`src/rtl/imem_loader.sv`:
```
`timescale 1ns/1ps
// imem_loader
//   Boot-time loader on the write side of instruction memory. It accepts a
//   framed byte stream (LEN0, LEN1, N*4 data bytes LSB first, optional CSUM).
//   It assembles little-endian words and writes them to the memory load port.
//   The core is held in reset until a complete, verified image is written.
//
//   Optional feature macro: IMEM_LOADER_CSUM_EN
//     defined   : a trailing CSUM byte (XOR of all preceding frame bytes) is
//                 required and checked.
//     undefined : there is no CSUM byte; the load completes after the Nth word.
//
// Ports:
//   CLK, Reset      clock; synchronous active-low reset
//   Start           single-cycle pulse that arms a new load
//   RxValid/RxByte  byte source; RxReady accepts a byte (transfer on both high)
//   MemWrEn         one-cycle write strobe to instruction memory
//   MemWrAddr       word-aligned byte address of the write
//   MemWrData       assembled instruction word
//   CoreHold        holds the core in reset while no verified image is present
//   Done / Error    level status of the current or most recent load
//   WordsLoaded     words written in the current or most recent load
module imem_loader #(
  parameter int unsigned WORD_LENGTH = 32,
  parameter int unsigned DEPTH       = 1024,
  parameter int unsigned ADDR_WIDTH  = 32
) (
  input  logic                   CLK,
  input  logic                   Reset,
  input  logic                   Start,
  input  logic                   RxValid,
  input  logic [7:0]             RxByte,
  output logic                   RxReady,
  output logic                   MemWrEn,
  output logic [ADDR_WIDTH-1:0]  MemWrAddr,
  output logic [WORD_LENGTH-1:0] MemWrData,
  output logic                   CoreHold,
  output logic                   Done,
  output logic                   Error,
  output logic [15:0]            WordsLoaded
);

  typedef enum logic [2:0] {
    S_IDLE,
    S_LEN0,
    S_LEN1,
    S_DATA,
`ifdef IMEM_LOADER_CSUM_EN
    S_CSUM,
`endif
    S_DONE,
    S_ERR
  } state_t;

  state_t      state_q, state_d;
  logic [15:0] len_q;
  logic [15:0] words_q;
  logic [1:0]  byte_idx_q;
  logic [23:0] word_buf_q;
`ifdef IMEM_LOADER_CSUM_EN
  logic [7:0]  xor_q;
`endif

  logic        accept;
  logic        clear;
  logic        word_done;
  logic        word_last;
  logic [15:0] len_full;

  assign len_full  = {RxByte, len_q[7:0]};
  assign word_last = ((words_q + 16'd1) == len_q);
  assign accept    = RxReady && RxValid;
  assign word_done = accept && (state_q == S_DATA) && (byte_idx_q == 2'd3);

  always_ff @(posedge CLK) begin
    if (!Reset) state_q <= S_IDLE;
    else        state_q <= state_d;
  end

  always_comb begin
    state_d  = state_q;
    RxReady  = 1'b0;
    clear    = 1'b0;
    CoreHold = 1'b1;
    Done     = 1'b0;
    Error    = 1'b0;
    case (state_q)
      S_IDLE: begin
        if (Start) begin
          state_d = S_LEN0;
          clear   = 1'b1;
        end
      end
      S_LEN0: begin
        RxReady = 1'b1;
        if (RxValid) state_d = S_LEN1;
      end
      S_LEN1: begin
        RxReady = 1'b1;
        if (RxValid) begin
          if (32'(len_full) > DEPTH) state_d = S_ERR;
`ifdef IMEM_LOADER_CSUM_EN
          else if (len_full == 16'd0) state_d = S_CSUM;
`else
          else if (len_full == 16'd0) state_d = S_DONE;
`endif
          else state_d = S_DATA;
        end
      end
      S_DATA: begin
        RxReady = 1'b1;
        if (RxValid && (byte_idx_q == 2'd3) && word_last) begin
`ifdef IMEM_LOADER_CSUM_EN
          state_d = S_CSUM;
`else
          state_d = S_DONE;
`endif
        end
      end
`ifdef IMEM_LOADER_CSUM_EN
      S_CSUM: begin
        RxReady = 1'b1;
        if (RxValid) state_d = (RxByte == xor_q) ? S_DONE : S_ERR;
      end
`endif
      S_DONE: begin
        Done     = 1'b1;
        CoreHold = 1'b0;
        if (Start) begin
          state_d = S_LEN0;
          clear   = 1'b1;
        end
      end
      S_ERR: begin
        Error = 1'b1;
        if (Start) begin
          state_d = S_LEN0;
          clear   = 1'b1;
        end
      end
      default: state_d = S_IDLE;
    endcase
  end

  // The write for a word is registered off the 4th-byte acceptance, so the
  // strobe, address and data all appear together one cycle later. A reset on
  // that edge suppresses the pending write.
  always_ff @(posedge CLK) begin
    if (!Reset) begin
      MemWrEn    <= 1'b0;
      MemWrAddr  <= '0;
      MemWrData  <= '0;
      len_q      <= '0;
      words_q    <= '0;
      byte_idx_q <= '0;
      word_buf_q <= '0;
`ifdef IMEM_LOADER_CSUM_EN
      xor_q      <= '0;
`endif
    end else begin
      MemWrEn <= word_done;
      if (word_done) begin
        MemWrAddr <= ADDR_WIDTH'({words_q, 2'b00});
        MemWrData <= WORD_LENGTH'({RxByte, word_buf_q});
      end
      if (clear) begin
        len_q      <= '0;
        words_q    <= '0;
        byte_idx_q <= '0;
        word_buf_q <= '0;
`ifdef IMEM_LOADER_CSUM_EN
        xor_q      <= '0;
`endif
      end else if (accept) begin
`ifdef IMEM_LOADER_CSUM_EN
        xor_q <= xor_q ^ RxByte;
`endif
        case (state_q)
          S_LEN0: len_q[7:0]  <= RxByte;
          S_LEN1: len_q[15:8] <= RxByte;
          S_DATA: begin
            byte_idx_q <= byte_idx_q + 2'd1;
            case (byte_idx_q)
              2'd0:    word_buf_q[7:0]   <= RxByte;
              2'd1:    word_buf_q[15:8]  <= RxByte;
              2'd2:    word_buf_q[23:16] <= RxByte;
              default: words_q           <= words_q + 16'd1;
            endcase
          end
          default: ;
        endcase
      end
    end
  end

  assign WordsLoaded = words_q;

endmodule
```
`config.mk`:
```
export PLATFORM = sky130hd
export DESIGN_NAME = imem_loader
export DESIGN_NICKNAME = d
export VERILOG_FILES = /design/src/rtl/imem_loader.sv
export SDC_FILE = /design/constraint.sdc
export NUM_CORES = 1
export LEC_CHECK = 0
export CAP_MARGIN = 20
export CORE_MARGIN = 8
export CORE_UTILIZATION = 40
export DETAILED_ROUTE_END_ITERATION = 16
export PLACE_DENSITY = 0.68
export SKIP_CTS_REPAIR_TIMING = 1
export SLEW_MARGIN = 20
export SYNTH_ARGS = -nofsm -noshare
export SYNTH_HDL_FRONTEND = slang
export SYNTH_SLANG_ARGS = --single-unit
```
`constraint.sdc`:
```
create_clock -name CLK -period 2.2 [get_ports CLK]
set_input_delay 0.66 -clock CLK [delete_from_list [all_inputs] [get_ports CLK]]
set_output_delay 0.66 -clock CLK [all_outputs]
set_load 0.03 [all_outputs]
```
==> results_dict.tcl, run 1 <==
set metrics [dict create \
    cp_top_family "buffers and inverters" \
    syn_avg_cell_area_um2 8.20 \
    syn_inst 613 \
    hold_path_class "reg2reg" \
    clk-insertion-delay-late_ns 0.35 \
    first_iter_violations 213 \
    cp.required_ns 1.54 \
    core_mm2 0.0125 \
    ys_seq_elements 110 \
    cp.buffers_inverters 1 \
    ys_top_cells_by_area "dfxtp_1, nand2_1, a21boi_0, xnor2_1, a21oi_1" \
    via_per_inst 5.02 \
    grt-ovfl-total 0 \
    final_cell_mix "nand2_1, dfxtp_1, clkdlybuf4s50_1" \
    drt_wl_total_um 13100 \
    seqCellArea_mm2 0.00221 \
    dieArea_mm2 0.0164 \
    critPathCapture "WordsLoaded[4]" \
    worstPathArrival_ns 1.49 \
    drive_above_1_share_pct 11.4 \
    path_depth 1 \
    ys_seq_area_share_pct 43.8 \
    io_pins 97 \
    crit_fanout 4 \
    rows 41 \
    rsz0062_at_grt "false" \
    layout_commonest_cell "nand2_1" \
    crit_path_cell_trace "clkdlybuf4s50_1" \
    start_kind "flop" \
    synth.distinct_cells 57 \
    dp_hpwl_um 9690 \
    postRouteAntennaNets 0 \
    cts_tree "built" \
    synth_top_area_share_pct 43.8 \
    cpPeakStageDelay_ns 0.71 \
    final_core_util_pct 51.9 \
    power_mw 4.53 \
    drc 0 \
    synth-edff-count 0 \
    syn_area_mm2 0.00502 \
    initial_core_util_pct 40.3 \
    ir_drop_uv 385 \
    synth_warnings 0 \
    clk_pin_slew_ns 0.07 \
    hold_viol 0 \
    reg2reg_slack_ns 0.16 \
    rr_worst_depth 6 \
    cts.sinks 110 \
    outcome "finished, final reports clean" \
    maxCapViolCount 0 \
    setup_viol 0 \
    cts_root_buf "clkbuf_16" \
    dr.pass1.iters 4 \
    holdWs_ns 0.459 \
    synth_top_cell_by_area "dfxtp_1" \
    powerDensity_mw_per_mm2 701 \
    drv_slew 0 \
    die_x_um 128 \
    synthArstFlopShare_pct 0 \
    r2r_start "WordsLoaded[2]" \
    fill_cells 1189 \
    clock_path_buffers 2 \
    cp-end-kind "output port" \
    grt_pass1_vias 4202 \
    slowest_stage "clkdlybuf4s50_1" \
    area_growth_pct 28.7 \
    gp_congestion 0.864 \
    antenna_found_initial 0 \
    yosys_most_used_dff "dfxtp_1" \
    grt_use_total_pct 16.3 \
    wire_per_inst_um 15.0 \
    crit_type "reg2out" \
    grt_pass1_wl_um 21400 \
    fmax_mhz 466 \
    startpoint "WordsLoaded[4]" \
    numCtsBuffers 9 \
    nets 716 \
    period_needed_ns 2.15 \
    portBuffers 80 \
    hold_path.startpoint "word_buf_q[18]" \
    skew_ns 0.00717 \
    multi_input_area_mm2 0.00257 \
    vias 4394 \
    fp.dieH_um 128 \
    n_antenna_cell 0 \
    h-tree-depth 3 \
    p_leak_nw 2.49 \
    fin_crit_sh_pct 97.5 \
    grt_max_degree 32 \
    r2r-end "state_q[2]" \
]
[kinds of logic (layout without fill, tap and decap cells)]
logic type / Yosys count / in the layout / synth area share [%]
muxes: 7 / 7 / 1.39
DFF: 110 / 110 / 43.8
other: 1 / 16 / 0.0746
adders and majority gates: 5 / 5 / 1.25
xor gates and xnor gates: 35 / 35 / 6.10
AOI/OAI and AO/OA: 111 / 111 / 14.7
buffers and inverters: 66 / 142 / 7.02
and+or+nand+nor: 278 / 278 / 25.6
[cell type report]
cell class,instances,area share (%)
timing repair buffer,120,17.9
tap,172,3.33
clock buffer,10,3.70
multi-input combinational,452,39.7
inverter,6,0.348
sequential,110,34.2
clock inverter,6,0.851
[per-stage QoR]
step                cell area [µm²]  TNS [ns]  setup slack (ns)  std cells
detailed placement             6090    -19.78            -0.348        860
CTS                            6380    -0.883            -0.147        876
global route                   6470         0            0.0112        876
finish                         6470         0            0.0549        876
global placement               6090    -17.40            -0.337        860
floorplan                      5080         0            0.0209        628
[power breakdown]
group	switching [mW]	total [mW]	internal [mW]
clock network	0.774	1.59	0.820
logic	0.514	0.863	0.348
registers	0.0367	2.07	2.04
[flip-flops by register name (all words and copies together) (netlist names)]
| register | cells |
|---|---|
| MemWrAddr | 16 |
| byte_idx_q | 2 |
| state_q | 3 |
| MemWrData | 32 |
| WordsLoaded | 16 |
| word_buf_q | 24 |
| MemWrEn | 1 |
| len_q | 16 |
[per-layer routing]
layer	track usage, %	vias up	part of all wire, %
li1	-	2193	-
met1	19.9	2069	44
met2	27.5	120	48
met3	3.83	12	6.9
met4	5.52	0	1.5
met5	0	-	0
[synthesized netlist by cell type, drive strengths merged, types with 2 or more instances]
| cell | instances |
|---|---|
| clkbuf | 24 |
| o41ai | 2 |
| a21boi | 50 |
| a21oi | 40 |
| nand4 | 6 |
| mux2i | 7 |
| nor4b | 3 |
| o21ai | 6 |
| nor4 | 5 |
| nor3b | 2 |
| and4 | 5 |
| nor2 | 41 |
| nand2 | 152 |
| a31oi | 2 |
| xor2 | 12 |
| nand3b | 2 |
| and2 | 2 |
| or3 | 3 |
| buf | 36 |
| nand3 | 36 |
| and3 | 7 |
| ha | 5 |
| a211oi | 2 |
| nand2b | 3 |
| nor3 | 4 |
| xnor2 | 23 |
| inv | 6 |
| dfxtp | 110 |
| and2b | 2 |
[worst min-delay path by stage]
stage               slack [ns]        endpoint  cells after the start
floorplan                 0.44   word_buf_q[0]                      2
global placement          0.45  word_buf_q[20]                      2
detailed placement        0.45  word_buf_q[16]                      2
CTS                       0.46   word_buf_q[6]                      2
global route              0.47  word_buf_q[20]                      2
finish                    0.46  word_buf_q[18]                      2
No activity file was read; power rests on OpenSTA's default activity.
==> inputs of run 2 (changes only) <==
--- a/config.mk
+++ b/config.mk
@@ -9,6 +9,7 @@
 export CORE_MARGIN = 8
 export CORE_UTILIZATION = 40
 export DETAILED_ROUTE_END_ITERATION = 16
+export GPL_TIMING_DRIVEN = 1
 export PLACE_DENSITY = 0.68
 export SKIP_CTS_REPAIR_TIMING = 1
 export SLEW_MARGIN = 20
==> results of run 2 <==
No change in the layout: final DEF, timing and power equal those of run 1.
